**src/rtl/fast_square_pkg.sv**
```systemverilog
// Shared definitions for the fast-square frequency-step link: responder FSM
// states, default sweep length and a small counter-width helper.
package fast_square_pkg;

   // Steps per sweep, shared with fast_square_controller.
   localparam int DEFAULT_NUM_FREQ_STEPS = 32;

   typedef enum logic [2:0] {
      IDLE       = 3'd0,
      LOAD       = 3'd1,
      SHIFT_LO   = 3'd2,
      SHIFT_HI   = 3'd3,
      LATCH      = 3'd4,
      SYNC_PULSE = 3'd5
   } fsm_state_e;

   // Bits needed to count 0..n-1, never less than one bit.
   function automatic int cnt_width(input int n);
      if (n > 1) begin
         return $clog2(n);
      end else begin
         return 1;
      end
   endfunction

endpackage

```
**src/rtl/fast_square_edge_sync.sv**
```systemverilog
// Two-flop synchronizer for an asynchronous level plus a third flop used to
// detect its rising edge; produces a one-cycle event per rising edge.
module fast_square_edge_sync
   import fast_square_pkg::*;
(
   input  logic clk64,
   input  logic reset,
   input  logic async_in,
   output logic rise_evt
);

   logic s1_r;
   logic s2_r;
   logic s3_r;

   // Synchronizer chain and edge-detect delay flop, cleared by reset.
   always_ff @(posedge clk64) begin
      if (!reset) begin
         s1_r <= 1'b0;
         s2_r <= 1'b0;
         s3_r <= 1'b0;
      end else begin
         s1_r <= async_in;
         s2_r <= s1_r;
         s3_r <= s2_r;
      end
   end

   assign rise_evt = s2_r & ~s3_r;

endmodule

```
**src/rtl/fast_square_step_responder.sv**
```systemverilog
// Synth-side end of the fast-square step link. Each freq_step edge advances
// the step index and programs the matching synthesizer word over a 3-wire
// serial bus (sclk/sdata/le); a sweep wrap emits a sweep_reset pulse.
module fast_square_step_responder
   import fast_square_pkg::*;
#(
   parameter int                  NUM_FREQ_STEPS    = DEFAULT_NUM_FREQ_STEPS,
   parameter int                  WORD_BITS         = 24,
   parameter logic [WORD_BITS-1:0] BASE_WORD        = 24'h010000,
   parameter logic [WORD_BITS-1:0] STEP_WORD        = 24'h000100,
   parameter int                  SCLK_DIV          = 4,
   parameter int                  RESET_PULSE_TICKS = 64
)
(
   input  logic                              clk64,
   input  logic                              reset,
   input  logic                              step_in,
   input  logic                              enable,
   output logic                              syn_sclk,
   output logic                              syn_sdata,
   output logic                              syn_le,
   output logic                              sweep_reset,
   output logic [$clog2(NUM_FREQ_STEPS)-1:0] step_index,
   output logic                              busy,
   output logic                              overrun
);

   localparam int IDX_W   = cnt_width(NUM_FREQ_STEPS);
   localparam int DIV_W   = cnt_width(SCLK_DIV);
   localparam int BIT_W   = cnt_width(WORD_BITS + 1);
   localparam int PULSE_W = cnt_width(RESET_PULSE_TICKS);

   fsm_state_e           state_r, state_s;
   logic [DIV_W-1:0]     div_r, div_s;
   logic [BIT_W-1:0]     bit_r, bit_s;
   logic [PULSE_W-1:0]   pulse_r, pulse_s;
   logic [WORD_BITS-1:0] sr_r, sr_s;
   logic [WORD_BITS-1:0] word_r, word_s;
   logic [IDX_W-1:0]     index_r, index_s;
   logic                 armed_r, armed_s;
   logic                 pending_r, pending_s;
   logic                 overrun_r, overrun_s;
   logic                 sclk_r, sclk_s;
   logic                 sdata_r, sdata_s;
   logic                 le_r, le_s;
   logic                 sweep_r, sweep_s;
   logic                 busy_r, busy_s;
   logic [IDX_W-1:0]     step_index_r, step_index_s;
   logic                 step_evt_s;
   logic                 step_ok_s;
   logic                 div_last_s;

   fast_square_edge_sync u_step_sync (
      .clk64    (clk64),
      .reset    (reset),
      .async_in (step_in),
      .rise_evt (step_evt_s)
   );

   assign step_ok_s  = step_evt_s & enable;
   assign div_last_s = (div_r == DIV_W'(SCLK_DIV - 1));

   // FSM state register.
   always_ff @(posedge clk64) begin
      if (!reset) begin
         state_r <= IDLE;
      end else begin
         state_r <= state_s;
      end
   end

   // Next state plus counter, index/word accumulator and shift-register updates.
   always_comb begin
      state_s = state_r;
      div_s   = div_r;
      bit_s   = bit_r;
      pulse_s = pulse_r;
      sr_s    = sr_r;
      word_s  = word_r;
      index_s = index_r;
      armed_s = armed_r;
      case (state_r)
         IDLE: begin
            if (step_ok_s || (pending_r && enable)) begin
               state_s = LOAD;
            end else begin
               state_s = IDLE;
            end
         end
         LOAD: begin
            // The accumulator replaces BASE_WORD + index*STEP_WORD.
            if (index_r == IDX_W'(NUM_FREQ_STEPS - 1)) begin
               index_s = {IDX_W{1'b0}};
               word_s  = BASE_WORD;
               armed_s = 1'b1;
            end else begin
               index_s = index_r + IDX_W'(1);
               word_s  = word_r + STEP_WORD;
               armed_s = armed_r;
            end
            sr_s    = word_s;
            div_s   = {DIV_W{1'b0}};
            bit_s   = BIT_W'(WORD_BITS);
            state_s = SHIFT_LO;
         end
         SHIFT_LO: begin
            if (div_last_s) begin
               div_s   = {DIV_W{1'b0}};
               state_s = SHIFT_HI;
            end else begin
               div_s   = div_r + DIV_W'(1);
            end
         end
         SHIFT_HI: begin
            if (div_last_s) begin
               div_s = {DIV_W{1'b0}};
               sr_s  = {sr_r[WORD_BITS-2:0], 1'b0};
               bit_s = bit_r - BIT_W'(1);
               if (bit_r == BIT_W'(1)) begin
                  state_s = LATCH;
               end else begin
                  state_s = SHIFT_LO;
               end
            end else begin
               div_s = div_r + DIV_W'(1);
            end
         end
         LATCH: begin
            if (div_last_s) begin
               div_s = {DIV_W{1'b0}};
               if (armed_r) begin
                  armed_s = 1'b0;
                  pulse_s = {PULSE_W{1'b0}};
                  state_s = SYNC_PULSE;
               end else begin
                  state_s = IDLE;
               end
            end else begin
               div_s = div_r + DIV_W'(1);
            end
         end
         SYNC_PULSE: begin
            if (pulse_r == PULSE_W'(RESET_PULSE_TICKS - 1)) begin
               state_s = IDLE;
            end else begin
               pulse_s = pulse_r + PULSE_W'(1);
            end
         end
         default: begin
            state_s = IDLE;
         end
      endcase
   end

   // Step handshake: one step may wait behind a busy frame; a further one is lost.
   always_comb begin
      pending_s = pending_r;
      overrun_s = overrun_r;
      if (!enable) begin
         pending_s = 1'b0;
      end else if (state_r == LOAD) begin
         pending_s = step_evt_s;
      end else if (step_evt_s) begin
         if (pending_r) begin
            overrun_s = 1'b1;
         end else if (state_r != IDLE) begin
            pending_s = 1'b1;
         end else begin
            pending_s = 1'b0;
         end
      end else begin
         pending_s = pending_r;
      end
   end

   // Output values derived from the next state so the pins change with the state.
   always_comb begin
      sclk_s  = (state_s == SHIFT_HI);
      le_s    = (state_s == LATCH);
      sweep_s = (state_s == SYNC_PULSE);
      busy_s  = (state_s == LOAD) || (state_s == SHIFT_LO) ||
                (state_s == SHIFT_HI) || (state_s == LATCH);
      if ((state_s == SHIFT_LO) || (state_s == SHIFT_HI)) begin
         sdata_s = sr_s[WORD_BITS-1];
      end else begin
         sdata_s = 1'b0;
      end
      // Published index follows the word the synthesizer has just latched.
      if (state_r == LATCH) begin
         step_index_s = index_r;
      end else begin
         step_index_s = step_index_r;
      end
   end

   // Datapath and registered outputs; reset aborts any frame in flight.
   always_ff @(posedge clk64) begin
      if (!reset) begin
         div_r        <= {DIV_W{1'b0}};
         bit_r        <= {BIT_W{1'b0}};
         pulse_r      <= {PULSE_W{1'b0}};
         sr_r         <= {WORD_BITS{1'b0}};
         word_r       <= BASE_WORD;
         index_r      <= {IDX_W{1'b0}};
         armed_r      <= 1'b0;
         pending_r    <= 1'b0;
         overrun_r    <= 1'b0;
         sclk_r       <= 1'b0;
         sdata_r      <= 1'b0;
         le_r         <= 1'b0;
         sweep_r      <= 1'b0;
         busy_r       <= 1'b0;
         step_index_r <= {IDX_W{1'b0}};
      end else begin
         div_r        <= div_s;
         bit_r        <= bit_s;
         pulse_r      <= pulse_s;
         sr_r         <= sr_s;
         word_r       <= word_s;
         index_r      <= index_s;
         armed_r      <= armed_s;
         pending_r    <= pending_s;
         overrun_r    <= overrun_s;
         sclk_r       <= sclk_s;
         sdata_r      <= sdata_s;
         le_r         <= le_s;
         sweep_r      <= sweep_s;
         busy_r       <= busy_s;
         step_index_r <= step_index_s;
      end
   end

   assign syn_sclk    = sclk_r;
   assign syn_sdata   = sdata_r;
   assign syn_le      = le_r;
   assign sweep_reset = sweep_r;
   assign busy        = busy_r;
   assign overrun     = overrun_r;
   assign step_index  = step_index_r;

endmodule

```
**config.mk**
```make
export PLATFORM = sky130hd
export DESIGN_NAME = fast_square_step_responder
export DESIGN_NICKNAME = d
export VERILOG_FILES = /design/src/rtl/fast_square_pkg.sv /design/src/rtl/fast_square_edge_sync.sv /design/src/rtl/fast_square_step_responder.sv
export SDC_FILE = /design/constraint.sdc
export NUM_CORES = 1
export LEC_CHECK = 0
export CAP_MARGIN = 5
export CORE_MARGIN = 4
export CORE_UTILIZATION = 45
export CTS_BUF_LIST = sky130_fd_sc_hd__clkbuf_4 sky130_fd_sc_hd__clkbuf_8 sky130_fd_sc_hd__clkbuf_16
export DETAILED_ROUTE_END_ITERATION = 10
export SLEW_MARGIN = 20
export SYNTH_ARGS = -nofsm -noshare
export SYNTH_HDL_FRONTEND = slang
export SYNTH_SLANG_ARGS = --single-unit
```
**constraint.sdc**
```tcl
create_clock -name clk64 -period 2.49 [get_ports clk64]
set_input_delay 0.498 -clock clk64 [delete_from_list [all_inputs] [get_ports clk64]]
set_output_delay 0.498 -clock clk64 [all_outputs]
set_load 0.03 [all_outputs]
```
# Yosys cells after proc, flatten, opt, wreduce, memory -nomap -nowiden
# Cells that the tools add are included.
[word_totals]
reg_bits = 85
output_inout_bits = 11
[op_classes]
addsub = 5
eq_ne = 19
n_mux = 27
n_bitwise = 4
n_reduce_logical = 20
[op_table]
columns = ["cell", "n"]
rows = [
  ["$mux 24", 2],
  ["$pmux 24 s2", 1],
  ["$add 24x9->24 const B", 1],
  ["$mux 3", 6],
  ["$mux 6", 3],
  ["$pmux 3 s6", 1],
  ["$eq 3x2->1 const B", 4],
  ["$eq 3x3->1 const B", 4],
  ["$pmux 6 s2", 1],
  ["$mux 5", 2],
  ["$ne 2x2->1 const B", 5],
  ["$pmux 5 s2", 1],
  ["$reduce_bool 2->1", 5],
  ["$reduce_and 4->1", 2],
  ["$mux 1", 7],
  ["$add 6x1->6 const B", 1],
  ["$eq 3x1->1 const B", 2],
  ["$eq 6x6->1 const B", 1],
  ["$reduce_and 2->1", 3],
  ["$add 5x1->5 const B", 1],
  ["$eq 5x1->1 const B", 1],
  ["$eq 5x5->1 const B", 1],
  ["$logic_or 1x1->1", 5],
  ["$sub 5x1->5 const B", 1],
  ["12 further kinds", 14],
]

# Logic depth before layout (Yosys ltp)
[depth]
depth_word = 10
depth_mapped = 8
depth_no_buf = 7

# By module
# From an unflattened synthesis, not the netlist that was laid out.
[hier_totals]
cells_unflattened = 407
area_unflattened_um2 = 3585.9
[by_module_without_submodules]
columns = ["mod", "instances", "cells_per_inst", "area_each_um2", "seq_area_each_um2"]
rows = [
  ["fast_square_step_responder", 1, 400, 3493.4, 1641.6],
  ["fast_square_edge_sync", 1, 7, 92.6, 60.1],
]

# Worst setup path before layout
# OpenSTA, ideal clock, no wires.
[synth_path]
path_kind = "register to register"
from = "register index_r[0]"
to = "register word_r[14]"
setup_ns = 0.071
t_arrival_ns = 2.207
required_time_ns = 2.419
path_slack_ns = 0.213
path_stages_with_launch = 8
period_less_slack_ns = 2.277
path_cell_list = "dfxtp_1 > ha_1 > and3_1 > ha_1 > or4b_4 > buf_6 > or4_1 > a21oi_1"
[synth_via]
elab_chain_cells = 2
[synth_lines]
columns = ["item", "line_no", "rtl"]
rows = [
  ["start, declared", "fast_square_step_responder.sv:39", "logic [IDX_W-1:0] index_r, index_s;"],
  ["start signal, assigned", "fast_square_step_responder.sv:204", "index_r <= {IDX_W{1'b0}};"],
  ["start signal, assigned", "fast_square_step_responder.sv:220", "index_r <= index_s;"],
  ["$eq 5x5->1", "fast_square_step_responder.sv:92", "if (index_r == IDX_W'(NUM_FREQ_STEPS - 1)) begin"],
  ["$mux 24", "fast_square_step_responder.sv:92", ""],
  ["end signal, assigned", "fast_square_step_responder.sv:219", "word_r <= word_s;"],
  ["end, declared", "fast_square_step_responder.sv:38", "logic [WORD_BITS-1:0] word_r, word_s;"],
]
# Every way passes these cells.
# A chain may end at the register's enable or synchronous reset.

# Final worst setup path
[layout_path]
from = "register index_r[0]"
to = "register sdata_r, in the netlist syn_sdata"
[layout_via]
elab_chain_cells = 3
[layout_lines]
columns = ["item", "line_no", "rtl"]
rows = [
  ["$eq 5x5->1", "fast_square_step_responder.sv:92", ""],
  ["$mux 24", "fast_square_step_responder.sv:92", ""],
  ["$pmux 24 s2", "fast_square_step_responder.sv:82", "case (state_r)"],
  ["end signal, assigned", "fast_square_step_responder.sv:225", "sdata_r <= sdata_s;"],
  ["end, declared", "fast_square_step_responder.sv:44", "logic sdata_r, sdata_s;"],
]
# Every way passes these cells.

==> reports/qor.yml <==
outcome: "finished, final reports clean"
start_util: 0.4708
cts_setup_buffers: 0
gp_congestion: 0.8360
antenna_found_initial: 0
grt_pass1_wl_mm: 14.13
viasPerCell: 5.783
worstHoldPathCells: 1
syn_area_per_cell_um2: 8.882
drt_wl_total_mm: 8.231
seqCellArea_mm2: 0.001702
crit-reg2reg-launch: "index_r[0]"
required_ns: 2.80
cp-end-kind: "register"
r2r_slack_ns: 0.18
pin_count: 15
cts_made_buffers: 9
met3_length_um: 312
rr_worst_depth: 7
fillCellCount: 790
ant_nets: 0
clock-skew-final_ns: 0.01087
vdd_drop_max_v: 0.0003366
worst_slew_pin_slew_ns: 0.6202
routedLengthMet1_mm: 4.078
critPathKind: "register to register"
final_core_util: 0.5313
port_buffers: 14
met2_length_mm: 3.663
synth_area_mm2: 0.003695
antennaDiodeCount: 0
critPathLaunchType: "register"
first_global_vias: 2929
synth-async-reset-ratio: 0
die_height_um: 98.61
fin_crit_ns: 2.314
max_slew_margin: 0.5846
yosysSeqAreaShare: 0.4605
syn_nets: 427
hpwlAfterDp_mm: 5.581
maxCapViolCount: 0
coreArea_mm2: 0.007848
wl_per_cell_um: 15.27
rsz0062_at_grt: "false"
final_layout_size_suffix_gt1_frac: 0.09840
drtIter0Drc: 201
insertion_delay_ns: 0.37
synth_edf_count: 0
ys.flop_type: "dfxtp_1"
setup_violations: 0
leakagePower_nw: 1.425
first_pass_iters: 6
worstHoldStart: "u_step_sync.s1_r"
ctsResizeCount: 0
cts_root_buffer: "clkbuf_8"
place_inst: 523
dr.max_layer_used: "met4"
worstReg2RegEnd: "syn_sdata"
ys_ff_latch: 85
layout.nets: 443
hold_path.class: "register to register"
power_density_mw_per_mm2: 574.4
ys_types: 54
syn_inst: 416
clock_path_buffers: 2
fp.dieArea_mm2: 0.009724
h-tree-depth: 3
min_period_over_period: 0.9292
grt_max_degree: 20
cp.arrival_ns: 2.62
vias: 3117
die_x_um: 98.61
drc: 0
grt_util_all_layers: 0.1773
min_to: "u_step_sync.s2_r"
hold_viol: 0
hold_slack_ns: 0.4439
tns_ns: 0
path_max_fanout: 11
multi_input_area_mm2: 0.001824
rows: 32
cts_tree: "built"
yosys_warnings: 0
fin_cells: 539
path_clk_slew_ns: 0.09
clock_sinks: 85
holdBufCountCts: 0
area_delta_synth_final_pct: 12.83
fmax_ghz: 0.4322
grt.overflow.total: 0
slew_violations: 0
==> report_power, final <==
group	leakage [nW]	total, W	switching [W]	internal, W
sequential	0.685	0.00137	0.00000619	0.00136
clock	0.0958	0.000954	0.000545	0.000409
combinational	0.644	0.0000703	0.0000462	0.0000242
==> cells in the mapped netlist, types with 3 or more instances <==
cell type / count / area, um2
a211o_1: 3 / 26.28
a21oi_1: 33 / 165.2
a221oi_1: 3 / 26.28
a222oi_1: 10 / 100.1
a22oi_1: 11 / 82.58
a31oi_1: 5 / 31.28
and2_1: 15 / 93.84
and3_1: 5 / 31.28
buf_1: 4 / 15.01
buf_2: 12 / 60.06
clkbuf_1: 11 / 41.29
dfxtp_1: 85 / 1702
ha_1: 7 / 87.58
inv_1: 11 / 41.29
mux2i_1: 4 / 40.04
nand2_1: 35 / 131.4
nand2b_1: 5 / 31.28
nand3_1: 20 / 100.1
nand3b_1: 3 / 22.52
nand4_1: 6 / 37.54
nor2_1: 31 / 116.4
nor3_1: 11 / 55.05
nor4_1: 6 / 37.54
o2111ai_1: 3 / 26.28
o21ai_0: 19 / 95.09
o22ai_1: 6 / 37.54
or4_1: 3 / 22.52
xnor2_1: 9 / 78.83
xor2_1: 6 / 52.55
==> stage by stage <==
stage               instance area [um2]  worst slack, ns  power (W)
floorplan                          3695           0.2127   0.001443
global placement                   3978           0.2281   0.001472
detailed placement                 3978           0.1938   0.001473
CTS                                4169           0.1697   0.002420
global route                       4169          0.02422   0.002480
finish                             4169           0.1764   0.002395
==> critical path, stage by stage, from the launching register on <==
cell and delay, ns:
dfxtp_1 0.36, ha_1 0.22, and3_1 0.18, ha_1 0.19, or4b_4 0.62, or3_1 0.33
mux2i_1 0.21, o21a_1 0.15
==> layer usage <==
metal	GRT usage	vias up
met5	0	-
met4	0.07248	0
met3	0.03539	14
met2	0.2793	58
met1	0.2382	1487
li1	-	1558
==> worst max path at each step <==
stage / depth (start not counted) / startpoint / slack, ns / endpoint
final: 7 / index_r[0] / 0.18 / syn_sdata
after global routing: 8 / index_r[0] / 0.02 / word_r[18]
after CTS: 7 / index_r[0] / 0.17 / syn_sdata
after detailed placement: 7 / index_r[0] / 0.19 / syn_sdata
after global placement: 7 / index_r[0] / 0.23 / syn_sdata
after floorplan: 7 / index_r[0] / 0.21 / word_r[14]
==> cells by family after synthesis <==
logic type | after synthesis | synth area share
multiplexers | 4 | 0.01084
XOR/XNOR | 15 | 0.03556
flip-flops | 85 | 0.4605
AND/OR/NAND/NOR | 156 | 0.2238
AO/OA/AOI/OAI | 110 | 0.1998
adder cells (fa/ha/maj) | 7 | 0.02370
buffers and inverters | 39 | 0.04572
==> state kept, by name, summed over array words and instances, names as in the netlist, 2 cells and up <==
signal      cells
sr_r           24
state_r         3
word_r         24
bit_r           5
step_index      5
div_r           2
index_r         5
pulse_r         6
==> layout make-up <==
class | count | area share
clock inverters | 6 | 0.01291
flip-flops and latches | 85 | 0.4082
multi-input cells | 292 | 0.4376
repair buffers | 33 | 0.06783
inverters | 11 | 0.009904
well taps | 102 | 0.03061
clock buffers | 10 | 0.03301
==> layout by cell type, fill, tap and decap left out, types with 7 or more instances in the layout <==
master | synthesis | routed
clkbuf_8 | 0 | 10
buf_4 | 0 | 19
inv_1 | 11 | 11
o21ai_0 | 19 | 19
a22oi_1 | 11 | 11
and2_1 | 15 | 15
xnor2_1 | 9 | 9
clkdlybuf4s50_1 | 0 | 14
nand3_1 | 20 | 20
a222oi_1 | 10 | 10
nand2_1 | 35 | 35
dfxtp_1 | 85 | 85
nor2_1 | 31 | 31
nor3_1 | 11 | 11
a21oi_1 | 33 | 33
ha_1 | 7 | 7
Power figures use the tool's default switching activity.
